**config.mk**
```make
export PLATFORM = sky130hd
export DESIGN_NAME = uat_fsm
export DESIGN_NICKNAME = d
export VERILOG_FILES = /design/src/rtl/uat_pkg.sv /design/src/rtl/uat_bit_timer.sv /design/src/rtl/uat_fsm.sv
export SDC_FILE = /design/constraint.sdc
export NUM_CORES = 1
export LEC_CHECK = 0
export ABC_AREA = 1
export CORE_MARGIN = 2
export CORE_UTILIZATION = 40
export CTS_CLUSTER_DIAMETER = 200
export CTS_CLUSTER_SIZE = 16
export DETAILED_ROUTE_END_ITERATION = 10
export GPL_TIMING_DRIVEN = 0
export PLACE_DENSITY = 0.62
export SYNTH_ARGS = -nofsm -noshare
export SYNTH_HDL_FRONTEND = slang
export SYNTH_SLANG_ARGS = --single-unit
```
**constraint.sdc**
```tcl
create_clock -name clk_in -period 9.6 [get_ports clk_in]
set_input_delay 1.92 -clock clk_in [delete_from_list [all_inputs] [get_ports clk_in]]
set_output_delay 1.92 -clock clk_in [all_outputs]
set_load 0.01 [all_outputs]
```
**src/rtl/uat_pkg.sv**
```systemverilog
// Shared link definitions for the 162-bit one-wire packet link (transmitter and receiver).
// Holds the FSM state encoding, the bit timing constants and a small helper function.
package uat_pkg;

    typedef enum logic [4:0] {
        IDLE  = 5'b00001,
        GUARD = 5'b00010,
        START = 5'b00100,
        DATA  = 5'b01000,
        STOP  = 5'b10000
    } state_e;

    localparam int LINK_CLK_PER_SAMP  = 423;
    localparam int LINK_SAMP_PER_BIT  = 16;
    localparam int LINK_CLK_PER_BIT   = LINK_CLK_PER_SAMP * LINK_SAMP_PER_BIT;
    localparam int LINK_PKT_LNGTH     = 162;
    localparam int LINK_RX_ARM_CYCLES = 1300000;
    // The guard has to outlast the receiver's arming count so every frame re-arms it.
    localparam int LINK_GUARD_CYCLES  = 1400000;
    localparam int LINK_STOP_BITS     = 1;

    function automatic int max_int(input int a, input int b);
        return (a > b) ? a : b;
    endfunction

endpackage

```
**src/rtl/uat_bit_timer.sv**
```systemverilog
// Loadable down-counter: a load of N produces a one-cycle done pulse N cycles later.
// The load strobe takes priority, so a reload on the done cycle restarts the interval seamlessly.
module uat_bit_timer #(
    parameter int CNT_W = 21
) (
    input  logic             clk_in,
    input  logic             rst_in,
    input  logic             load_in,
    input  logic [CNT_W-1:0] load_val_in,
    output logic             done_out
);

    logic [CNT_W-1:0] cnt_q, cnt_d;
    logic             run_q, run_d;

    always_comb begin
        cnt_d = cnt_q;
        run_d = run_q;
        if (load_in) begin
            cnt_d = load_val_in - CNT_W'(1);
            run_d = 1'b1;
        end else if (run_q) begin
            if (cnt_q == '0) begin
                run_d = 1'b0;
            end else begin
                cnt_d = cnt_q - CNT_W'(1);
            end
        end
    end

    always_ff @(posedge clk_in or posedge rst_in) begin
        if (rst_in) begin
            cnt_q <= '0;
            run_q <= 1'b0;
        end else begin
            cnt_q <= cnt_d;
            run_q <= run_d;
        end
    end

    assign done_out = run_q && (cnt_q == '0);

endmodule

```
**src/rtl/uat_fsm.sv**
```systemverilog
// Serial packet transmitter: guard interval, low start bit, PKT_LNGTH data bits LSB-first, stop bit.
// sig_out and ready are both flops so the line never glitches and has no path from the inputs.
module uat_fsm
    import uat_pkg::*;
#(
    parameter int CLK_PER_BIT  = LINK_CLK_PER_BIT,
    parameter int PKT_LNGTH    = LINK_PKT_LNGTH,
    parameter int GUARD_CYCLES = LINK_GUARD_CYCLES,
    parameter int STOP_BITS    = LINK_STOP_BITS
) (
    input  logic                 clk_in,
    input  logic                 rst_in,
    input  logic                 start_in,
    input  logic [PKT_LNGTH-1:0] data_in,
    output logic                 sig_out,
    output logic                 ready
);

    localparam int STOP_CYCLES = STOP_BITS * CLK_PER_BIT;
    localparam int CNT_W       = $clog2(max_int(GUARD_CYCLES, STOP_CYCLES)) + 1;
    localparam int BIT_W       = $clog2(PKT_LNGTH) + 1;

    state_e               state_q, state_d;
    logic [PKT_LNGTH-1:0] shreg_q, shreg_d;
    logic [BIT_W-1:0]     bit_cnt_q, bit_cnt_d;
    logic                 sig_q, sig_d;
    logic                 ready_q, ready_d;
    logic                 tmr_load;
    logic [CNT_W-1:0]     tmr_val;
    logic                 tmr_done;

    uat_bit_timer #(
        .CNT_W(CNT_W)
    ) u_bit_timer (
        .clk_in     (clk_in),
        .rst_in     (rst_in),
        .load_in    (tmr_load),
        .load_val_in(tmr_val),
        .done_out   (tmr_done)
    );

    always_comb begin
        state_d   = state_q;
        shreg_d   = shreg_q;
        bit_cnt_d = bit_cnt_q;
        sig_d     = sig_q;
        tmr_load  = 1'b0;
        tmr_val   = '0;
        case (state_q)
            IDLE: begin
                sig_d = 1'b1;
                if (start_in) begin
                    state_d  = GUARD;
                    shreg_d  = data_in;
                    tmr_load = 1'b1;
                    tmr_val  = CNT_W'(GUARD_CYCLES);
                end
            end
            GUARD: begin
                sig_d = 1'b1;
                if (tmr_done) begin
                    state_d  = START;
                    sig_d    = 1'b0;
                    tmr_load = 1'b1;
                    tmr_val  = CNT_W'(CLK_PER_BIT);
                end
            end
            START: begin
                sig_d = 1'b0;
                if (tmr_done) begin
                    state_d   = DATA;
                    bit_cnt_d = '0;
                    sig_d     = shreg_q[0];
                    tmr_load  = 1'b1;
                    tmr_val   = CNT_W'(CLK_PER_BIT);
                end
            end
            DATA: begin
                // The next bit is taken from shreg_q[1] so it appears on the same edge as the shift.
                if (tmr_done) begin
                    tmr_load = 1'b1;
                    if (bit_cnt_q == BIT_W'(PKT_LNGTH - 1)) begin
                        state_d = STOP;
                        sig_d   = 1'b1;
                        tmr_val = CNT_W'(STOP_CYCLES);
                    end else begin
                        shreg_d   = shreg_q >> 1;
                        bit_cnt_d = bit_cnt_q + BIT_W'(1);
                        sig_d     = shreg_q[1];
                        tmr_val   = CNT_W'(CLK_PER_BIT);
                    end
                end
            end
            STOP: begin
                sig_d = 1'b1;
                if (tmr_done) begin
                    state_d = IDLE;
                end
            end
            default: begin
                state_d = IDLE;
                sig_d   = 1'b1;
            end
        endcase
        ready_d = (state_d == IDLE);
    end

    always_ff @(posedge clk_in or posedge rst_in) begin
        if (rst_in) begin
            state_q   <= IDLE;
            shreg_q   <= '0;
            bit_cnt_q <= '0;
            sig_q     <= 1'b1;
            ready_q   <= 1'b1;
        end else begin
            state_q   <= state_d;
            shreg_q   <= shreg_d;
            bit_cnt_q <= bit_cnt_d;
            sig_q     <= sig_d;
            ready_q   <= ready_d;
        end
    end

    assign sig_out = sig_q;
    assign ready   = ready_q;

endmodule
```
==> impl_metrics.ini, run 1 <==
[yosys]
syn_nets = 1403
syn_area_per_cell_um2 = 8.57
yosysTopAreaCellShare = 0.468
synth-warning-count = 0
syn_area_um2 = 10600
synth_cell_types = 47
ys_ff_latch = 201
yosysSeqAreaShare = 0.475
synth_top_area_cell = dfrtp_1
yosys-top-cells-area = dfrtp_1 (47%), o211ai_1 (9.4%), nand2_1 (9.1%), inv_1 (7.4%), o21ai_1 (5.0%)
synthCells = 1235

[clocking]
clkTransAtPathRegs_ns = 0.07
htree_levels = 1
cts_root_buffer = clkbuf_16
cts_hold_buf = 0
cts_resized = 0
cts_tree = done
post_cts.repair.setup_buffers = 0
clock-sinks = 201
cts-buffers-inserted = 16
clk_latency_ns = 0.48
cts_max_path_buffers = 3

[flow_run]
cap_violations = 0

[cells_and_area]
layout_commonest_cell = nand2_1
most-common-layout-cells = nand2_1 (257), inv_1 (209), dfrtp_1 (198)
finish.utilization = 0.505
areaGrowthSynthToFinish_pct = 24.3
drive_above_1_share = 0.110
stdcell_count = 1761
stdcell_area_um2 = 13200
nets = 1588

[grt]
globalRouteTotalUtil = 0.188
gr-total-overflow = 0
grt_pass1_vias = 8545
grt_start_max_net_pins = 113
grt_pass1_wl_mm = 43.6
antenna_found_initial = 2

[sta]
rsz0062_at_grt = no
holdWs_ns = 0.508
finalHoldViolCount = 0
setup_viol = 0
period_minus_slack_ns = 3.47
worst_slack_ns = 6.13
fin_crit_sh = 0.362
tns_ns = 0
skew_ns = 0.00987
tightestPinTransition_ns = 0.726
final_max_slew_viol_count = 0
max_freq_ghz = 0.288
relSlewSlack = 0.516

[critical_path]
start_kind = flip-flop
path_cells = clkdlybuf4s50_1
crit_path_max_fanout = 2
critPathBufInv = 1
end_kind = output pin
path_class = reg -> out
cp_slowest_cell = dfstp_2
cpPeakStageDelay_ns = 0.55
cp_data_arrival_time_ns = 1.55
worst_ep_required_time_ns = 7.68
path_delay_family = flip-flops

[floorplan]
boundaryPins = 167
die_height_um = 167
die_area_um2 = 27800
start_util = 0.406
die_w_um = 167
rows = 59
fp.coreArea_um2 = 26100

[outcome]
status = completed

[power]
p_leak_nw = 5.63
ir_worst_vdd_uv = 160
power_density_nw_per_um2 = 248
power_mw = 3.27

[placed_design]
io_buffers = 166
hpwlAfterDp_mm = 18.3
dp_cells = 1737
placed_area_um2 = 12700
gp_congestion = 0.812
dpl_worst_slack_ns = 5.64

[drt]
vias = 8827
avgRoutedWirePerCell_um = 14.9
drt-total-wl_mm = 26.2
first_iter_violations = 626
drc_errors = 0
drt_pass1_iterations = 5
vias_per_cell = 5.01
ant_nets = 0

[worst_hold_path]
hp-class = reg -> reg
==> layer usage <==
layer / GRT usage / vias to the layer above / share of wire
li1: - / 4430 / -
met1: 0.273 / 4186 / 0.48
met2: 0.300 / 187 / 0.46
met3: 0.0288 / 24 / 0.047
met4: 0.0375 / 0 / 0.013
met5: 0 / - / 0
==> worst paths after layout <==
path | cells after the start | to | slack (ns) | from
min in group asynchronous | 2 | shreg_q[103]$_DFFE_PP0P_ | 1.93 | rst_in
worst min-delay path | 2 | shreg_q[1]$_DFFE_PP0P_ | 0.51 | shreg_q[1]$_DFFE_PP0P_
worst max register to register | 16 | u_bit_timer.cnt_q[12]$_DFFE_PP0P_ | 7.01 | u_bit_timer.cnt_q[1]$_DFFE_PP0P_
worst min register to register | 2 | shreg_q[1]$_DFFE_PP0P_ | 0.51 | shreg_q[1]$_DFFE_PP0P_
worst max-delay path | 1 | sig_out | 6.13 | sig_out$_DFFE_PP1N_
max in group asynchronous | 3 | u_bit_timer.cnt_q[3]$_DFFE_PP0P_ | 6.69 | rst_in
==> cell type report <==
type | count | area (um2)
fill | 2471 | 12900
sequential | 201 | 5030
multi-input combinational | 740 | 4230
timing repair buffer | 167 | 1690
inverter | 219 | 837
buffer | 75 | 490
clock buffer | 21 | 440
tap | 335 | 419
clock inverter | 1 | 8.76
antenna | 2 | 5.00
==> registers in the layout, summed over array words and instances (netlist names) <==
name and cells:
shreg_q 162, u_bit_timer.run_q 1, ready 1, sig_out 1, state_q 5, u_bit_timer.cnt_q 22
bit_cnt_q 9
==> cell families after synthesis <==
group / after synthesis / synth area share
AO/OA/AOI/OAI: 351 / 0.227
XOR/XNOR: 9 / 0.00745
AND/OR/NAND/NOR: 376 / 0.161
flip-flops: 201 / 0.475
buffers and inverters: 294 / 0.125
multiplexers: 1 / 0.000946
adder cells (fa/ha/maj): 3 / 0.00355
==> Yosys cell counts (all sizes together) <==
cell type,instances
o21bai,1
clkinv,4
ha,3
o22ai,1
o211ai,162
xor2,8
dfstp,3
inv,215
buf,39
nor2,51
or2,2
o21ai,177
a211oi,1
nand2,267
and3,1
nor3b,1
nand3b,1
o31ai,3
nand3,33
a21oi,3
nand4,13
a31oi,3
dfrtp,198
clkbuf,36
xnor2,1
mux2i,1
nor3,7
==> report_power, final <==
group,total [mW],switching [mW],internal [mW]
Clock,0.627,0.305,0.322
Sequential,1.31,0.0984,1.22
Combinational,1.32,0.782,0.542
(Power assumes the default switching activity.)
==> run 2: changes to the inputs <==
- clock period: 9.6 -> 3.6 ns (I/O delays scaled with it)
==> impl_metrics.ini, run 2 (synthesis results as in run 1) <==
[sta]
tns_ns = 0
tightestPinTransition_ns = 0.773
period_minus_slack_ns = 2.56
skew_ns = 0.0143
relSlewSlack = 0.485
worst_slack_ns = 1.04
finalHoldViolCount = 0
final_max_slew_viol_count = 0
rsz0062_at_grt = no
max_freq_ghz = 0.390
setup_viol = 0
holdWs_ns = 0.503
fin_crit_sh = 0.712

[drt]
ant_nets = 0
vias = 8793
drt_pass1_iterations = 5
vias_per_cell = 4.98
drt-total-wl_mm = 26.8
avgRoutedWirePerCell_um = 15.2
drc_errors = 0
first_iter_violations = 629

[grt]
antenna_found_initial = 3
grt_pass1_wl_mm = 44.6
gr-total-overflow = 0
grt_pass1_vias = 8677
grt_start_max_net_pins = 41
globalRouteTotalUtil = 0.194

[floorplan]
fp.coreArea_um2 = 26100
die_w_um = 167
boundaryPins = 167
rows = 59
die_area_um2 = 27800
start_util = 0.406
die_height_um = 167

[power]
power_density_nw_per_um2 = 660
ir_worst_vdd_uv = 344
p_leak_nw = 5.66
power_mw = 8.73

[placed_design]
dp_cells = 1741
gp_congestion = 0.838
dpl_worst_slack_ns = 0.859
hpwlAfterDp_mm = 19.1
placed_area_um2 = 12800
io_buffers = 166

[clocking]
cts_tree = done
post_cts.repair.setup_buffers = 0
cts-buffers-inserted = 16
htree_levels = 1
clkTransAtPathRegs_ns = 0.08
cts_root_buffer = clkbuf_16
clock-sinks = 201
cts_max_path_buffers = 3
cts_hold_buf = 0
clk_latency_ns = 0.48
cts_resized = 0

[cells_and_area]
drive_above_1_share = 0.112
finish.utilization = 0.507
stdcell_area_um2 = 13200
layout_commonest_cell = nand2_1
nets = 1592
top_regs = shreg_q x162, u_bit_timer.cnt_q x22, bit_cnt_q x9
stdcell_count = 1764
fillers = 2461
regMostFlops = shreg_q
largest_reg_flops = 162
most-common-layout-cells = nand2_1 (257), inv_1 (209), dfrtp_1 (198)
areaGrowthSynthToFinish_pct = 24.9

[critical_path]
cp_data_arrival_time_ns = 2.92
worst_ep_required_time_ns = 3.96
end_kind = flip-flop
path_class = reg -> reg
crit_path_max_fanout = 8
start_kind = flip-flop

[outcome]
status = completed

[flow_run]
cap_violations = 0

[worst_hold_path]
hp-class = reg -> reg
## run 2: cell types whose count changed in the layout (fill, tap and decap cells not counted), sizes merged
| cell | change |
|---|---|
| buf | +4 |
| clkinvlp | +1 |
| diode | -1 |
| inv | -1 |
## run 2: final cells by class
cell class                 instances  area, um2  area share
buffer                            75        490      0.0371
clock inverter                     1       8.76    0.000662
clock buffer                      21        440      0.0333
timing repair buffer             171       1760       0.133
multi-input combinational        740       4230       0.320
antenna                            1       2.50    0.000189
inverter                         219        833      0.0630
tap                              335        419      0.0317
sequential                       201       5030       0.381
## run 2: critical path, cell delays in order (launching register included)
cell	delay [ns]
dfrtp_1	0.41
nor2_1	0.15
nand2_1	0.08
nor2_1	0.10
nand2_1	0.10
nor2_4	0.13
nand3_2	0.17
nand2_2	0.16
inv_2	0.11
nand2_1	0.11
ha_1	0.18
nand2_1	0.10
inv_2	0.09
nand2_1	0.10
nor2_4	0.19
nand2_1	0.09
xor2_1	0.13
inv_1	0.05
## run 2: worst paths after layout
| check | start | endpoint | slack, ns | cells after the start |
|---|---|---|---|---|
| max in group asynchronous | rst_in | shreg_q[74]$_DFFE_PP0P_ | 2.12 | 4 |
| min in group asynchronous | rst_in | state_q[3]$_DFF_PP0_ | 0.66 | 2 |
| hold / removal | shreg_q[1]$_DFFE_PP0P_ | shreg_q[1]$_DFFE_PP0P_ | 0.50 | 2 |
| hold reg to reg | shreg_q[1]$_DFFE_PP0P_ | shreg_q[1]$_DFFE_PP0P_ | 0.50 | 2 |
| setup / recovery | u_bit_timer.cnt_q[16]$_DFFE_PP0P_ | u_bit_timer.cnt_q[12]$_DFFE_PP0P_ | 1.04 | 17 |
| setup reg to reg | u_bit_timer.cnt_q[16]$_DFFE_PP0P_ | u_bit_timer.cnt_q[12]$_DFFE_PP0P_ | 1.04 | 17 |
## run 2: routing by layer
metal / part of all wire / wire, um / track usage
met3: 0.042 / 1140 / 0.0280
met4: 0.021 / 572 / 0.0435
met2: 0.45 / 12000 / 0.300
met5: 0.00041 / 11 / 0
met1: 0.49 / 13100 / 0.287
## run 2: where the power goes
group          internal, mW  switching [mW]  total, mW  leakage (nW)
combinational          1.45            2.09       3.55          2.99
clock                 0.860           0.822       1.68         0.219
sequential             3.24           0.261       3.50          2.45
total                  5.56            3.18       8.73          5.66
